--- src/rtl/multdiv_pkg.sv ---
// Shared definitions for the multdiv sequencing controller.
// Latency: n/a (types and constants only).
// Backpressure: n/a.
package multdiv_pkg;

  // Controller FSM encoding
  typedef enum logic [1:0] {
    ST_IDLE  = 2'd0,
    ST_START = 2'd1,
    ST_BUSY  = 2'd2,
    ST_WB    = 2'd3
  } state_t;

  // Register that receives the exception code
  localparam int RSTATUS_REG_DEF    = 30;
  // Exception codes written to the status register
  localparam int MULT_EXC_CODE_DEF  = 4;
  localparam int DIV_EXC_CODE_DEF   = 5;
  // Default BUSY watchdog limit
  localparam int TIMEOUT_CYCLES_DEF = 40;

endpackage

--- src/rtl/multdiv_hazard.sv ---
// Stall generation: back-pressure on issue plus RAW hazard on the pending destination.
// Latency: purely combinational.
// Backpressure: stall is the back-pressure signal itself; no storage.
module multdiv_hazard
  import multdiv_pkg::*;
#(
  parameter int REG_ADDR_W = 5
) (
  input  logic                  busy,
  input  logic [REG_ADDR_W-1:0] pending_rd,
  input  logic [REG_ADDR_W-1:0] hazard_rs,
  input  logic [REG_ADDR_W-1:0] hazard_rt,
  input  logic                  issue_valid,
  input  logic                  issue_ready,
  output logic                  stall
);

  logic raw_hit;

  // r0 is never a real dependency, so it never stalls decode
  assign raw_hit = busy && (pending_rd != '0) &&
                   ((hazard_rs == pending_rd) || (hazard_rt == pending_rd));

  assign stall = (issue_valid && !issue_ready) || raw_hit;

endmodule

--- src/rtl/multdiv_ctrl.sv ---
// Sequences one MULT/DIV op through the shared multdiv unit and requests its writeback; optional watchdog under MULTDIV_TIMEOUT_EN.
// Latency: accept at N, ctrl pulse at N+1, earliest RDY at N+2, earliest wb_valid at N+3.
// Backpressure: one op in flight; issue_ready only in IDLE, wb_rd/wb_data held until wb_ready.
module multdiv_ctrl
  import multdiv_pkg::*;
#(
`ifdef MULTDIV_TIMEOUT_EN
  parameter int TIMEOUT_CYCLES = TIMEOUT_CYCLES_DEF,
`endif
  parameter int REG_ADDR_W     = 5,
  parameter int RSTATUS_REG    = RSTATUS_REG_DEF,
  parameter int MULT_EXC_CODE  = MULT_EXC_CODE_DEF,
  parameter int DIV_EXC_CODE   = DIV_EXC_CODE_DEF
) (
  input  logic                  clock,
  input  logic                  reset,
  input  logic                  issue_valid,
  input  logic                  issue_is_div,
  input  logic [31:0]           issue_opA,
  input  logic [31:0]           issue_opB,
  input  logic [REG_ADDR_W-1:0] issue_rd,
  output logic                  issue_ready,
  input  logic [REG_ADDR_W-1:0] hazard_rs,
  input  logic [REG_ADDR_W-1:0] hazard_rt,
  output logic                  stall,
  output logic                  md_ctrl_MULT,
  output logic                  md_ctrl_DIV,
  output logic [31:0]           md_operandA,
  output logic [31:0]           md_operandB,
  input  logic [31:0]           md_result,
  input  logic                  md_exception,
  input  logic                  md_resultRDY,
`ifdef MULTDIV_TIMEOUT_EN
  output logic                  timeout_flag,
`endif
  output logic                  wb_valid,
  output logic [REG_ADDR_W-1:0] wb_rd,
  output logic [31:0]           wb_data,
  input  logic                  wb_ready
);

  state_t                state, state_next;
  logic [31:0]           op_a, op_b;
  logic [REG_ADDR_W-1:0] rd;
  logic                  is_div;
  logic [REG_ADDR_W-1:0] wb_rd_q;
  logic [31:0]           wb_data_q;
  logic                  capture;
  logic                  capture_exc;
  logic                  timeout;
  logic [31:0]           exc_code;
  logic [REG_ADDR_W-1:0] pending_rd;

  assign exc_code = is_div ? 32'(DIV_EXC_CODE) : 32'(MULT_EXC_CODE);

`ifdef MULTDIV_TIMEOUT_EN
  localparam int CNT_W = $clog2(TIMEOUT_CYCLES + 1);
  logic [CNT_W-1:0] busy_cnt;

  // Count BUSY cycles; cleared in START so the first BUSY cycle sees 0
  always_ff @(posedge clock) begin
    if (reset)                  busy_cnt <= '0;
    else if (state == ST_START) busy_cnt <= '0;
    else if (state == ST_BUSY)  busy_cnt <= busy_cnt + CNT_W'(1);
  end

  // Fires in the TIMEOUT_CYCLES-th BUSY cycle; a real RDY in that cycle wins
  assign timeout      = (state == ST_BUSY) && !md_resultRDY &&
                        (busy_cnt == CNT_W'(TIMEOUT_CYCLES - 1));
  assign timeout_flag = timeout;
`else
  assign timeout = 1'b0;
`endif

  // Next-state and writeback-capture decisions
  always_comb begin
    state_next  = state;
    capture     = 1'b0;
    capture_exc = 1'b0;
    case (state)
      ST_IDLE:  if (issue_valid) state_next = ST_START;
      // RDY is stale from the previous op here, so it is not looked at
      ST_START: state_next = ST_BUSY;
      ST_BUSY: begin
        if (md_resultRDY) begin
          capture     = 1'b1;
          capture_exc = md_exception;
          // A clean result for r0 has nowhere to go
          if (!md_exception && (rd == '0)) state_next = ST_IDLE;
          else                             state_next = ST_WB;
        end else if (timeout) begin
          capture     = 1'b1;
          capture_exc = 1'b1;
          state_next  = ST_WB;
        end
      end
      ST_WB:    if (wb_ready) state_next = ST_IDLE;
      default:  state_next = ST_IDLE;
    endcase
  end

  // State register plus operand and writeback latches
  always_ff @(posedge clock) begin
    if (reset) begin
      state     <= ST_IDLE;
      op_a      <= '0;
      op_b      <= '0;
      rd        <= '0;
      is_div    <= 1'b0;
      wb_rd_q   <= '0;
      wb_data_q <= '0;
    end else begin
      state <= state_next;
      if ((state == ST_IDLE) && issue_valid) begin
        op_a   <= issue_opA;
        op_b   <= issue_opB;
        rd     <= issue_rd;
        is_div <= issue_is_div;
      end
      if (capture) begin
        wb_rd_q   <= capture_exc ? REG_ADDR_W'(RSTATUS_REG) : rd;
        wb_data_q <= capture_exc ? exc_code : md_result;
      end
    end
  end

  assign issue_ready  = (state == ST_IDLE);
  assign md_ctrl_MULT = (state == ST_START) && !is_div;
  assign md_ctrl_DIV  = (state == ST_START) && is_div;
  assign md_operandA  = (state == ST_IDLE) ? 32'd0 : op_a;
  assign md_operandB  = (state == ST_IDLE) ? 32'd0 : op_b;
  assign wb_valid     = (state == ST_WB);
  assign wb_rd        = (state == ST_WB) ? wb_rd_q : '0;
  assign wb_data      = (state == ST_WB) ? wb_data_q : 32'd0;

  // Once captured, the register really being written is the hazard target
  assign pending_rd = (state == ST_WB) ? wb_rd_q : rd;

  multdiv_hazard #(.REG_ADDR_W(REG_ADDR_W)) u_hazard (
    .busy        (state != ST_IDLE),
    .pending_rd  (pending_rd),
    .hazard_rs   (hazard_rs),
    .hazard_rt   (hazard_rt),
    .issue_valid (issue_valid),
    .issue_ready (issue_ready),
    .stall       (stall)
  );

endmodule

--- config.mk ---
export PLATFORM = sky130hd
export DESIGN_NAME = multdiv_ctrl
export DESIGN_NICKNAME = d
export VERILOG_FILES = /design/src/rtl/multdiv_pkg.sv /design/src/rtl/multdiv_hazard.sv /design/src/rtl/multdiv_ctrl.sv
export SDC_FILE = /design/constraint.sdc
export NUM_CORES = 1
export LEC_CHECK = 0
export CAP_MARGIN = 20
export CELL_PAD_IN_SITES_DETAIL_PLACEMENT = 1
export CELL_PAD_IN_SITES_GLOBAL_PLACEMENT = 1
export CORE_UTILIZATION = 27
export CTS_BUF_LIST = sky130_fd_sc_hd__clkbuf_2 sky130_fd_sc_hd__clkbuf_4 sky130_fd_sc_hd__clkbuf_8
export DETAILED_ROUTE_END_ITERATION = 7
export GPL_TIMING_DRIVEN = 0
export PLACE_DENSITY_LB_ADDON = 0.1
export SETUP_SLACK_MARGIN = 0.2
export SYNTH_ARGS = -nofsm -noshare
export SYNTH_HDL_FRONTEND = slang
export SYNTH_SLANG_ARGS = --single-unit
--- constraint.sdc ---
create_clock -name clock -period 1.8 [get_ports clock]
set_input_delay 0.27 -clock clock [delete_from_list [all_inputs] [get_ports clock]]
set_output_delay 0.27 -clock clock [all_outputs]
set_load 0.03 [all_outputs]
* After elaboration in Yosys (flattened, before gate mapping)
Index checks and enable logic that the tools add are counted.
Cells by class: eq/ne operators 8, mux-type cells 17, reductions and logical operators 17
Operators with widths (number):
- two-way mux 32 bit | 4
- two-way mux 5 bit | 3
- == test 5 bit | 2
- two-way mux 2 bit | 4
- one-hot mux 2 bit (4 select lines) | 1
- logical AND 1 bit | 7
- logical NOT 5 bit | 1
- two-way mux 1 bit | 5
- nonzero test 5 bit | 1
- == test 2 bit (second input constant) | 2
- != test 2 bit (second input constant) | 2
- logical NOT 1 bit | 3
- AND reduction 3 bit | 1
- == test 2 x 1 -> 1 bit (second input constant) | 1
- logical NOT 2 bit | 1
- logical OR 1 bit | 2
- != test 2 x 1 -> 1 bit (second input constant) | 1
- nonzero test 2 bit | 1
Word-level totals: register bits after elaboration 109, input port bits 118, output and inout bits 106, word-level logic and storage cells 49

* Longest topological paths before layout
depth in word-level cells 6, gate-level depth with buffers 8, depth with buffers taken out 6

* Hierarchy
A second synthesis with hierarchy kept.
Unflattened totals: cells, all modules 630, area, all modules 4958.5 um^2
By module, submodules not included:
- multdiv_ctrl | instances 1, cells each 611, area an instance 4823.4 um^2, seq. area each 2182.1 um^2
- multdiv_hazard | instances 1, cells each 19, area an instance 135.1 um^2, seq. area each 0.0 um^2

* Worst setup path after synthesis
OpenSTA, ideal clock, no wires.
path kind reg-to-output, from register state[1], to output stall, data arrival time 1.799 ns, slack -0.269 ns, stages on the path, launching flop included 8, path buffers 1, cell sequence dfxtp_1 buf_6 nand2_4 inv_2 a2111o_1 a2111oi_1 o2111a_1 a221o_1
Between the ends: longest elaborated chain between the ends 6
RTL lines:
- start, declared | line multdiv_ctrl.sv:42 | state_t state, state_next;
- start signal, assigned | line multdiv_ctrl.sv:113 | state <= state_next;
- == test 2 bit *
- named net wb_valid | line multdiv_ctrl.sv:36 | output logic wb_valid,
- two-way mux 5 bit * | line multdiv_ctrl.sv:137 | assign pending_rd = (state == ST_WB) ? wb_rd_q : rd;
- == test 5 bit / nonzero test 5 bit (equally long branches) | line multdiv_hazard.sv:22, multdiv_hazard.sv:21
- logical OR 1 bit / logical AND 1 bit (equally long branches) | line multdiv_hazard.sv:22, multdiv_hazard.sv:21
- logical AND 1 bit * | line multdiv_hazard.sv:21 | assign raw_hit = busy && (pending_rd != '0) &&
- logical OR 1 bit * | line multdiv_hazard.sv:24 | assign stall = (issue_valid && !issue_ready) || raw_hit;
- end, declared | line multdiv_ctrl.sv:25 | output logic stall,
The timed path passes the listed nets; every way through them passes the cells marked *.

* Worst setup path after layout
from register wb_rd_q[4], to output stall
Between the ends: longest elaborated chain between the ends 5
RTL lines:
- start, declared | line multdiv_ctrl.sv:46 | logic [REG_ADDR_W-1:0] wb_rd_q;
- start signal, assigned | line multdiv_ctrl.sv:121 | wb_rd_q <= capture_exc ? REG_ADDR_W'(RSTATUS_REG) : rd;
- two-way mux 5 bit * | line multdiv_ctrl.sv:137
- == test 5 bit / nonzero test 5 bit (equally long branches) | line multdiv_hazard.sv:22, multdiv_hazard.sv:21
- logical OR 1 bit / logical AND 1 bit (equally long branches) | line multdiv_hazard.sv:22, multdiv_hazard.sv:21
- logical AND 1 bit * | line multdiv_hazard.sv:21
- logical OR 1 bit * | line multdiv_hazard.sv:24
Mark *: on every way between the ends. The rest lies on a longest branch, timed or not.

==> flow_summary.json <==
{
  "status": "finished, violations left",
  "grt.total_usage_pct": 23.3,
  "vias": 5780,
  "drt_iter0_drc": 199,
  "ir_worst_vdd_v": 0.000509,
  "wl_per_cell_um": 19.5,
  "crit_chain": "or3_1 > nor4_2 > a2111oi_4 > o2111a_1 > a221o_2 > buf_6",
  "worst_setup_path_start_kind": "register",
  "synth_edf_count": 0,
  "arrival_ns": 2.23,
  "avgSynthCellArea_um2": 7.59,
  "crit_type": "reg2out",
  "synthTopCellsByArea": "dfxtp_1 44%, nand2_1 13%, a21oi_1 11%, and2_1 8.4%, nand3b_1 4.9%",
  "fmax_mhz": 399,
  "gp_congestion": 0.796,
  "area_growth_pct": 107,
  "io_buffers": 222,
  "vias_per_cell": 4.92,
  "ys_warn_count": 0,
  "period_share_pct": 139,
  "whs_ns": 0.434,
  "ys.flop_type": "dfxtp_1",
  "worstPathMaxFanout": 5,
  "final_max_slew_viol_count": 0,
  "grt_pass1_vias": 6180,
  "critical_path.endpoint_type": "primary output",
  "drive_above_1_share_pct": 48.4,
  "cts.reportedPaths.clkPinSlew_ns": 0.11,
  "cp_top_family": "simple AND/OR/NAND/NOR gates",
  "whs_path_depth": 3,
  "dpl.hpwl_um": 13900,
  "finalSetupTns_ns": -35.07,
  "period_needed_ns": 2.50,
  "power_density_nw_per_um2": 690,
  "io_pins": 224,
  "worst_clock_skew_ns": 0.0108,
  "die-area_um2": 18700,
  "syn-num-nets": 765,
  "rows": 48,
  "finalHoldViolCount": 0,
  "p_leak_nw": 4.07,
  "grt-ovfl-total": 0,
  "placed_area_um2": 7610,
  "routed_wl_um": 22900,
  "ys_seq_area_share_pct": 44.5,
  "holdCritPathClass": "in2reg",
  "cts_sinks": 109,
  "setup_ws_ns": -0.704,
  "antenna_found_initial": 0,
  "cts_buffer_depth": 2,
  "synthDominantCellAreaShare_pct": 44.5,
  "grt_pass1_wl_um": 33300,
  "die_y_um": 137,
  "core-area_um2": 17500,
  "h-tree-depth": 3,
  "synth_most_common_cell": "nand2_1",
  "ys_seq_elements": 109,
  "slew-limit-headroom_pct": 47.8,
  "setup-violations-final": 171,
  "synthArstFlopShare_pct": 0,
  "post_synth_most_frequent_cells": "174 x nand2_1, 109 x dfxtp_1, 107 x a21oi_1",
  "max_stage_delay_ns": 0.42,
  "tritoncts": "yes",
  "failed_checks": "setup timing",
  "power_mw": 7.03,
  "final_nets": 1062,
  "numCtsBuffers": 9,
  "rsz0062_at_grt": "yes",
  "dr.pass1.iters": 4,
  "rr_worst_depth": 12,
  "cp.depth": 6,
  "root_buffer": "clkbuf_8",
  "drc": 0,
  "start_util_pct": 28.0,
  "ant_nets": 0,
  "fillCellCount": 1910,
  "worstMarginPinSlew_ns": 0.782,
  "synth_area_um2": 4910,
  "slowest_stage": "or3_1",
  "die_w_um": 137,
  "diodes": 0,
  "final_cell_area_um2": 10200,
  "required_ns": 1.53,
  "syn_inst": 647,
  "synth_cell_type_count": 37,
  "grt_max_degree": 18,
  "worst_skew_pair.late_latency_ns": 0.38,
  "synth_area_leader_cell": "dfxtp_1",
  "max_cap_viol_count": 0,
  "path_buf_inv": 1
}
==> metal layers <==
layer	GRT usage (%)	wire, um
met1	27.8	9470
met2	42.2	11800
met3	4.59	1220
met4	6.29	329
met5	0	0
==> cells in the final DEF, fill, tap and decap left out, types with 6 or more instances in the layout <==
master,n
nand2_4,18
and2_4,65
a21oi_1,54
buf_16,6
clkbuf_8,16
and3_4,35
nor2_1,8
dfxtp_1,105
buf_4,9
nand2_2,39
buf_12,14
buf_8,32
nor3_1,11
clkbuf_1,15
a21oi_2,53
clkbuf_16,16
clkdlybuf4s50_1,116
buf_6,120
nand2_1,116
nand3b_1,32
==> per-stage QoR <==
step / util, % / instances / setup slack (ns)
after floorplan: - / 647 / -0.0930
after global placement: 43.4 / 1094 / -1.02
after detailed placement: 43.4 / 1094 / -1.02
after CTS: 54.2 / 1159 / -0.646
after global routing: 58.1 / 1174 / -0.780
final: 58.1 / 1174 / -0.704
==> final cells by class <==
class / count / area, um^2 / area share [%]
tap: 225 / 282 / 2.76
timing repair buffer: 286 / 3370 / 33.1
clock inverter: 4 / 77.6 / 0.762
buffer: 56 / 714 / 7.02
clock buffer: 12 / 159 / 1.56
inverter: 7 / 35.0 / 0.344
multi-input combinational: 475 / 3360 / 33.0
sequential: 109 / 2190 / 21.5
==> cells by family after synthesis <==
kind of cell	after synthesis	share of synthesized area, %
buf+inv	63	5.15
xor+xnor	9	1.61
simple gates	343	35.1
flops	109	44.5
mux	1	0.204
compound gates	122	13.5
==> worst register-to-register path, stage by stage, from the launching register on <==
cell and delay, ns:
dfxtp_4 0.40, buf_6 0.13, or2_4 0.26, buf_6 0.14, buf_6 0.12, clkinvlp_4 0.07, and2_4 0.18, buf_12 0.11
clkbuf_16 0.16, buf_12 0.11, buf_12 0.12, nand2_4 0.05, a21oi_2 0.13
==> flip-flops by register name (all words and copies together) (netlist names) <==
name,flops
rd,5
state,2
op_b,32
is_div,1
wb_rd_q,5
op_a,32
wb_data_q,32
==> repair_timing <==
item                                    CTS  global route
pin swaps                                80            37
gates resized for setup                 961           148
gates cloned                             15             6
buffers inserted                         34             9
hold buffers                              0             0
endpoints found under the setup margin  199           210
hold endpoints to repair                  0             0
==> path summary, 6_finish.rpt <==
path	startpoint	endpoint	slack [ns]
setup / recovery	wb_rd_q[4]$_SDFFE_PP0P_	stall	-0.70
hold reg to reg	wb_data_q[3]$_SDFFE_PP0P_	wb_data_q[3]$_SDFFE_PP0P_	0.46
hold / removal	issue_opB[14]	op_b[14]$_SDFFE_PP0P_	0.43
setup reg to reg	state[0]$_SDFFE_PP0P_	op_b[0]$_SDFFE_PP0P_	-0.22
==> report_power, final <==
part	switching (mW)	internal, mW
Clock	0.895	0.888
Sequential	0.102	2.55
Combinational	1.15	1.44
Total	2.14	4.89
Note: power is estimated with default switching activity, not from simulation.
